### src/rtl/copy_sched_pkg.sv
// Shared types and register indices for the copy_scheduler descriptor front end.
package copy_sched_pkg;

  typedef enum logic [2:0] {
    ST_IDLE   = 3'd0,
    ST_DST    = 3'd1,
    ST_SRC    = 3'd2,
    ST_NW     = 3'd3,
    ST_GO     = 3'd4,
    ST_DONE   = 3'd5,
    ST_RETIRE = 3'd6
  } state_t;

  localparam logic [3:0] REG_CTRL  = 4'd0;
  localparam logic [3:0] REG_DST   = 4'd1;
  localparam logic [3:0] REG_SRC   = 4'd2;
  localparam logic [3:0] REG_N     = 4'd3;
  localparam logic [3:0] REG_DONE  = 4'd4;
  localparam logic [3:0] REG_IRQEN = 4'd5;

  localparam logic [3:0] ENG_GO  = 4'd0;
  localparam logic [3:0] ENG_DST = 4'd1;
  localparam logic [3:0] ENG_SRC = 4'd2;
  localparam logic [3:0] ENG_N   = 4'd3;

  typedef struct packed {
    logic [31:0] dst;
    logic [31:0] src;
    logic [31:0] n;
  } desc_t;

endpackage

### src/rtl/copy_scheduler_desc_fifo.sv
// Synchronous descriptor FIFO; a push while full is accepted when a pop happens in the same cycle.
module desc_fifo #(
  parameter int DEPTH = 4,
  parameter int AW    = $clog2(DEPTH)
) (
  input  logic          clk,
  input  logic          rst,
  input  logic          push,
  input  logic          pop,
  input  logic [95:0]   wdata,
  output logic [95:0]   rdata,
  output logic          full,
  output logic          empty,
  output logic [AW:0]   count
);

  logic [95:0]   r_mem [DEPTH];
  logic [AW-1:0] r_wr_ptr;
  logic [AW-1:0] r_rd_ptr;
  logic [AW:0]   r_count;
  logic          w_do_push;
  logic          w_do_pop;

  assign empty     = (r_count == (AW+1)'(0));
  assign full      = (r_count == (AW+1)'(DEPTH));
  assign count     = r_count;
  assign rdata     = r_mem[r_rd_ptr];
  assign w_do_pop  = pop & ~empty;
  assign w_do_push = push & (~full | w_do_pop);

  // Pointer and occupancy bookkeeping.
  always_ff @(posedge clk) begin
    if (rst) begin
      r_wr_ptr <= AW'(0);
      r_rd_ptr <= AW'(0);
      r_count  <= (AW+1)'(0);
    end else begin
      if (w_do_push) r_wr_ptr <= r_wr_ptr + AW'(1);
      if (w_do_pop)  r_rd_ptr <= r_rd_ptr + AW'(1);
      case ({w_do_push, w_do_pop})
        2'b10:   r_count <= r_count + (AW+1)'(1);
        2'b01:   r_count <= r_count - (AW+1)'(1);
        default: r_count <= r_count;
      endcase
    end
  end

  // Storage array; contents need no reset because occupancy gates every read.
  always_ff @(posedge clk) begin
    if (w_do_push) r_mem[r_wr_ptr] <= wdata;
  end

endmodule

### src/rtl/copy_scheduler.sv
// Descriptor-queue front end: buffers CPU copy jobs and replays each one into the
// word-copy engine's slave port (dst, src, n, start, then a stalled completion read).
module copy_scheduler
  import copy_sched_pkg::*;
#(
  parameter int DEPTH = 4,
  parameter int CW    = 8
) (
  input  logic        clk,
  input  logic        rst,
  output logic        slave_waitrequest,
  input  logic [3:0]  slave_address,
  input  logic        slave_read,
  output logic [31:0] slave_readdata,
  input  logic        slave_write,
  input  logic [31:0] slave_writedata,
  input  logic        eng_waitrequest,
  output logic [3:0]  eng_address,
  output logic        eng_read,
  input  logic [31:0] eng_readdata,
  output logic        eng_write,
  output logic [31:0] eng_writedata,
  output logic        irq
);

  localparam int AW = $clog2(DEPTH);

  state_t      r_state;
  state_t      w_state_nxt;
  logic [31:0] r_dst;
  logic [31:0] r_src;
  logic [31:0] r_n;
  logic [31:0] r_job_src;
  logic [31:0] r_job_n;
  logic [31:0] r_done_cnt;
  logic        r_ovf;
  logic        r_irq_pend;
  logic        r_irq_en;
  logic        r_eng_read;
  logic        r_eng_write;
  logic [3:0]  r_eng_address;
  logic [31:0] r_eng_writedata;

  logic        w_eng_read_nxt;
  logic        w_eng_write_nxt;
  logic [3:0]  w_eng_address_nxt;
  logic [31:0] w_eng_writedata_nxt;
  logic        w_pop;
  logic        w_retire;
  logic        w_accept;
  logic        w_push_req;
  logic        w_clr;
  logic        w_full;
  logic        w_empty;
  logic [AW:0] w_count;
  desc_t       w_head;
  desc_t       w_new_desc;
  logic [95:0] w_head_bits;
  logic [31:0] w_status;
  logic [31:0] w_rdata;
  logic        w_unused;

  assign w_push_req = slave_write & (slave_address == REG_CTRL);
  assign w_clr      = slave_write & (slave_address == REG_DONE);
  assign w_accept   = ~eng_waitrequest;
  assign w_new_desc = '{dst: r_dst, src: r_src, n: r_n};
  assign w_head     = desc_t'(w_head_bits);

  desc_fifo #(.DEPTH(DEPTH), .AW(AW)) u_fifo (
    .clk   (clk),
    .rst   (rst),
    .push  (w_push_req),
    .pop   (w_pop),
    .wdata (w_new_desc),
    .rdata (w_head_bits),
    .full  (w_full),
    .empty (w_empty),
    .count (w_count)
  );

  // Job sequencer: each state holds its engine transfer until the engine accepts it.
  always_comb begin
    w_state_nxt         = r_state;
    w_pop               = 1'b0;
    w_retire            = 1'b0;
    w_eng_read_nxt      = r_eng_read;
    w_eng_write_nxt     = r_eng_write;
    w_eng_address_nxt   = r_eng_address;
    w_eng_writedata_nxt = r_eng_writedata;
    case (r_state)
      ST_IDLE: begin
        if (!w_empty) begin
          w_pop = 1'b1;
          if (w_head.n != 32'd0) begin
            w_state_nxt         = ST_DST;
            w_eng_write_nxt     = 1'b1;
            w_eng_address_nxt   = ENG_DST;
            w_eng_writedata_nxt = w_head.dst;
          end else begin
            w_state_nxt = ST_RETIRE;
          end
        end else begin
          w_state_nxt = ST_IDLE;
        end
      end
      ST_DST: begin
        if (w_accept) begin
          w_state_nxt         = ST_SRC;
          w_eng_address_nxt   = ENG_SRC;
          w_eng_writedata_nxt = r_job_src;
        end else begin
          w_state_nxt = ST_DST;
        end
      end
      ST_SRC: begin
        if (w_accept) begin
          w_state_nxt         = ST_NW;
          w_eng_address_nxt   = ENG_N;
          w_eng_writedata_nxt = r_job_n;
        end else begin
          w_state_nxt = ST_SRC;
        end
      end
      ST_NW: begin
        if (w_accept) begin
          w_state_nxt         = ST_GO;
          w_eng_address_nxt   = ENG_GO;
          w_eng_writedata_nxt = 32'd0;
        end else begin
          w_state_nxt = ST_NW;
        end
      end
      ST_GO: begin
        if (w_accept) begin
          w_state_nxt       = ST_DONE;
          w_eng_write_nxt   = 1'b0;
          w_eng_read_nxt    = 1'b1;
          w_eng_address_nxt = ENG_GO;
        end else begin
          w_state_nxt = ST_GO;
        end
      end
      ST_DONE: begin
        if (w_accept) begin
          w_state_nxt    = ST_RETIRE;
          w_eng_read_nxt = 1'b0;
        end else begin
          w_state_nxt = ST_DONE;
        end
      end
      ST_RETIRE: begin
        w_retire        = 1'b1;
        w_state_nxt     = ST_IDLE;
        w_eng_read_nxt  = 1'b0;
        w_eng_write_nxt = 1'b0;
      end
      default: begin
        w_state_nxt     = ST_IDLE;
        w_eng_read_nxt  = 1'b0;
        w_eng_write_nxt = 1'b0;
      end
    endcase
  end

  // State, engine strobes and popped job copy.
  always_ff @(posedge clk) begin
    if (rst) begin
      r_state         <= ST_IDLE;
      r_eng_read      <= 1'b0;
      r_eng_write     <= 1'b0;
      r_eng_address   <= 4'd0;
      r_eng_writedata <= 32'd0;
      r_job_src       <= 32'd0;
      r_job_n         <= 32'd0;
    end else begin
      r_state         <= w_state_nxt;
      r_eng_read      <= w_eng_read_nxt;
      r_eng_write     <= w_eng_write_nxt;
      r_eng_address   <= w_eng_address_nxt;
      r_eng_writedata <= w_eng_writedata_nxt;
      if (w_pop) begin
        r_job_src <= w_head.src;
        r_job_n   <= w_head.n;
      end
    end
  end

  // CPU-visible registers; a done-count clear beats a same-cycle retire.
  always_ff @(posedge clk) begin
    if (rst) begin
      r_dst      <= 32'd0;
      r_src      <= 32'd0;
      r_n        <= 32'd0;
      r_done_cnt <= 32'd0;
      r_ovf      <= 1'b0;
      r_irq_pend <= 1'b0;
      r_irq_en   <= 1'b0;
    end else begin
      if (slave_write && slave_address == REG_DST)   r_dst    <= slave_writedata;
      if (slave_write && slave_address == REG_SRC)   r_src    <= slave_writedata;
      if (slave_write && slave_address == REG_N)     r_n      <= slave_writedata;
      if (slave_write && slave_address == REG_IRQEN) r_irq_en <= slave_writedata[0];
      if (w_clr) begin
        r_done_cnt <= 32'd0;
        r_ovf      <= 1'b0;
        r_irq_pend <= 1'b0;
      end else begin
        if (w_retire) r_done_cnt <= r_done_cnt + 32'd1;
        if (w_push_req && w_full && !w_pop) r_ovf <= 1'b1;
        if (w_retire && w_empty && !w_push_req) r_irq_pend <= 1'b1;
      end
    end
  end

  // Status word assembly.
  always_comb begin
    w_status         = 32'd0;
    w_status[CW-1:0] = CW'(w_count);
    w_status[CW]     = (r_state != ST_IDLE);
    w_status[CW+1]   = r_ovf;
    w_status[CW+2]   = r_irq_pend;
  end

  // Zero-wait read mux.
  always_comb begin
    w_rdata = 32'd0;
    case (slave_address)
      REG_CTRL:  w_rdata = w_status;
      REG_DST:   w_rdata = r_dst;
      REG_SRC:   w_rdata = r_src;
      REG_N:     w_rdata = r_n;
      REG_DONE:  w_rdata = r_done_cnt;
      REG_IRQEN: w_rdata = {31'd0, r_irq_en};
      default:   w_rdata = 32'd0;
    endcase
  end

  assign slave_readdata    = w_rdata;
  assign slave_waitrequest = 1'b0;
  assign eng_read          = r_eng_read;
  assign eng_write         = r_eng_write;
  assign eng_address       = r_eng_address;
  assign eng_writedata     = r_eng_writedata;
  assign irq               = r_irq_pend & r_irq_en;
  assign w_unused          = ^{slave_read, eng_readdata};

endmodule

### config.mk
export PLATFORM = sky130hd
export DESIGN_NAME = copy_scheduler
export DESIGN_NICKNAME = d
export VERILOG_FILES = /design/src/rtl/copy_sched_pkg.sv /design/src/rtl/copy_scheduler_desc_fifo.sv /design/src/rtl/copy_scheduler.sv
export SDC_FILE = /design/constraint.sdc
export NUM_CORES = 1
export LEC_CHECK = 0
export BUFFER_PORTS_ARGS = -buffer_cell sky130_fd_sc_hd__buf_2
export CORE_AREA = 2 2 257 259
export DETAILED_ROUTE_END_ITERATION = 6
export DIE_AREA = 0 0 259 261
export SKIP_LAST_GASP = 1
export SLEW_MARGIN = 10
export SYNTH_ARGS = -nofsm -noshare
export SYNTH_HDL_FRONTEND = slang
export SYNTH_SLANG_ARGS = --single-unit
### constraint.sdc
create_clock -name clk -period 8.3 [get_ports clk]
set_input_delay 1.66 -clock clk [delete_from_list [all_inputs] [get_ports clk]]
set_output_delay 1.66 -clock clk [all_outputs]
set_load 0.005 [all_outputs]
==> key figures <==
Place
  – RePlAce Congestion: roughly 0.8
  – # port buffers: around 110
  – Post-DP HPWL: around 40000 µm

Worst setup path
  – R2R Setup Slk: between 3 and 4 ns
  – Crit path DAT: 3.45 ns
  – Crit path max fanout: 30
  – Critical Path End Type: primary output
  – Reg2reg path depth: 8
  – CP Launch Type: input pin
  – R2R Path End: eng_writedata[4]$_SDFFE_PP0P_
  – Crit Path Class: in -> out
  – Data required, critical path: approximately 6.6 ns

Drt
  – DRT antenna net count: 0
  – Starting DRC count in detailed routing: around 1800
  – Drt total wl: between 60000 and 70000 µm
  – DRT Pass-1 Iters: 7
  – WL per Instance: between 20 and 25 µm
  – Post-route DRC: 2
  – Drt via density: about 5.5
  – Vias: approximately 16000

GRT
  – GR Util All Layers: a little under 20%
  – Vias in the first global route: 15500
  – Initial antenna violation count: 0
  – Total grt overflow: 0
  – Global-route wire length before repair: ~98000 µm
  – Pin count of the biggest net entering global routing: slightly below 100

Floorplanning
  – Row cnt: 94
  – Effective utilization at floorplan: ~37%
  – Die Ht: between 200 and 300 µm
  – Die X-Extent: about 260 µm
  – I/O pin count: ~150
  – Core area: 65000 µm²
  – Die area: 67600 µm²

Timing
  – Min Tclk post-route: 5.11 ns
  – Finish-stage setup viols: 0
  – Final Hold Violating Endpoints: 0
  – Worst-Margin Slew: between 1 and 1.5 ns
  – Setup TNS: 0 ns
  – Max Slew Vio Count: 0
  – Final period utilization: about 60%
  – F_max: roughly 0.20 GHz
  – Clock Skew: 0.0266 ns
  – Final hold slack: between 0.4 and 0.5 ns
  – RSZ-0062 raised after global routing: no
  – Relative slew slack: between 15 and 20%

Outcome
  – Status: finished with violations
  – Failing checks: DRC

Synthesis
  – Most common cell in the netlist: nand2_1
  – Syn avg cell area: between 10 and 15 µm²
  – Top_reg_cell synth: edfxtp_1
  – Asr flop ratio synth: 0%
  – Synthesis Warnings: 0
  – Netlist cell types: 52
  – Synth top area share: ~47%
  – Most instantiated cells after synthesis: nand2_1, edfxtp_1, dfxtp_1, a21oi_1
  – Seq cells post-synth: ~630
  – Register area share after synthesis: between 60% and 70%
  – Leading area contributor after synthesis: edfxtp_1
  – Synth area leaders: edfxtp_1, dfxtp_1, mux4_2, nand2_1, a21oi_1
  – Post-Syn Area: approximately 24000 µm²
  – Mapped Cells: ~1800
  – Post-synth EDFFs: about 380

Clocking
  – TritonCTS buffer count: 60
  – Max clock buf depth: 3
  – Post-CTS sizing: 0
  – Hold-fix buffers at CTS: 0
  – Post-CTS Setup Bufs: 0
  – Sink Count: about 630
  – Worst skew pair latency: roughly 0.63 ns
  – CTS tree: built
  – CTS clock-pin slew for the worst setup and hold paths: roughly 0.06 ns
  – H-tree level count: 2
  – Clk root buf: clkbuf_16

Finish
  – FF/Latch Area: about 16000 µm²
  – P&R area growth vs syn: 13.9%
  – Fraction of layout cells with a size suffix above 1: between 10% and 20%
  – Fillers: 5955
  – Multi-input combinational cell area: around 7400 µm²
  – Final Net Count: 2000
  – Antenna Cells: 0

Worst hold path
  – HP Class: reg -> reg
  – Hold Path End: r_job_n[13]$_SDFFE_PP0P_
  – Cells on Worst Hold Path: 2
  – Hold Crit Start: r_job_n[13]$_SDFFE_PP0P_

Pwr
  – Max rail drop VDD: roughly 0.18 mV
  – PD cells: just under 300 nW/µm²
  – LEAKAGE: 9.58 nW
  – Total Power: approximately 8 mW

Job
  – Max Cap Viol: 0
worst max path at each step:
stage	startpoint	depth (start not counted)	end	slack [ns]
3_3_place_gp	slave_address[3]	6	slave_readdata[1]	3.31
4_1_cts	slave_address[3]	6	slave_readdata[1]	3.30
2_1_floorplan	slave_address[3]	4	u_fifo.r_mem[0][0]$_DFFE_PP_	2.71
3_5_place_dp	slave_address[3]	6	slave_readdata[1]	3.31
6_report	slave_address[3]	6	slave_readdata[1]	3.19
5_1_grt	slave_address[3]	6	slave_readdata[1]	3.12
sequential cells by signal, indices dropped and copies added, names as in the netlist, named ones only:
name / flops
eng_write: 1
eng_writedata: 32
u_fifo.r_mem: 384
u_fifo.count: 3
eng_address: 2
r_job_src: 32
r_src: 32
eng_read: 1
r_dst: 32
u_fifo.r_rd_ptr: 2
r_irq_pend: 1
r_job_n: 32
r_n: 32
r_ovf: 1
r_irq_en: 1
u_fifo.r_wr_ptr: 2
r_done_cnt: 32
r_state: 3
per-layer routing:
| metal | global-route usage (%) | vias to the layer above | wire length [µm] |
|---|---|---|---|
| met3 | 3.81 | 89 | 5590 |
| met5 | 0 | - | 0 |
| met2 | 32.3 | 695 | 32100 |
| met4 | 6.20 | 0 | 1640 |
| li1 | - | 6994 | - |
| met1 | 25.7 | 7908 | 27000 |
layout make-up:
cell class	count	share of cell area, %
clock buffer	81	6.10
clock inverter	32	1.01
inverter	13	0.176
multi-input combinational	1073	26.6
sequential	627	59.2
tap	864	3.90
timing repair buffer	146	3.00
layout by cell type, fill, tap and decap left out, drive strengths merged, types with 14 or more instances in the layout:
cell / instances
nand2: 439
edfxtp: 384
dfxtp: 243
a21oi: 205
buf: 146
mux4: 96
clkbuf: 81
nor2: 43
a22oi: 38
a21o: 33
a222oi: 31
o2bb2ai: 31
clkinv: 22
o21ai: 18
inv: 15
nand3: 14
xor2: 14
where the power goes:
group | total, mW | internal, mW | leakage, nW | switching [mW]
Sequential | 3.69 | 3.52 | 5.62 | 0.177
Clock | 2.74 | 1.55 | 0.970 | 1.18
Combinational | 1.63 | 0.597 | 2.99 | 1.04
worst max-delay path, cell delays in order:
cell and delay, ns:
buf_2 0.18, nor4bb_4 0.45, buf_4 0.52, a22oi_1 0.17, nand2_1 0.26, buf_2 0.17
per-stage QoR:
step	cell area [µm²]	std cells	utilization, %	setup slack, ns
2_1_floorplan	24300	1843	-	2.71
3_3_place_gp	25700	2723	39.6	3.31
3_5_place_dp	25700	2723	39.6	3.31
4_1_cts	27700	2836	42.6	3.30
5_1_grt	27700	2836	42.6	3.12
6_report	27700	2836	42.6	3.19
kinds of logic after synthesis:
group                      synth area share (%)
AOI/OAI and AO/OA                          10.1
adders and majority gates                 0.339
buffers and inverters                      2.65
other                                    0.0154
muxes                                      8.97
xor gates and xnor gates                  0.936
and+or+nand+nor                            9.61
DFF                                        67.4
Power figures use the tool's default switching activity.
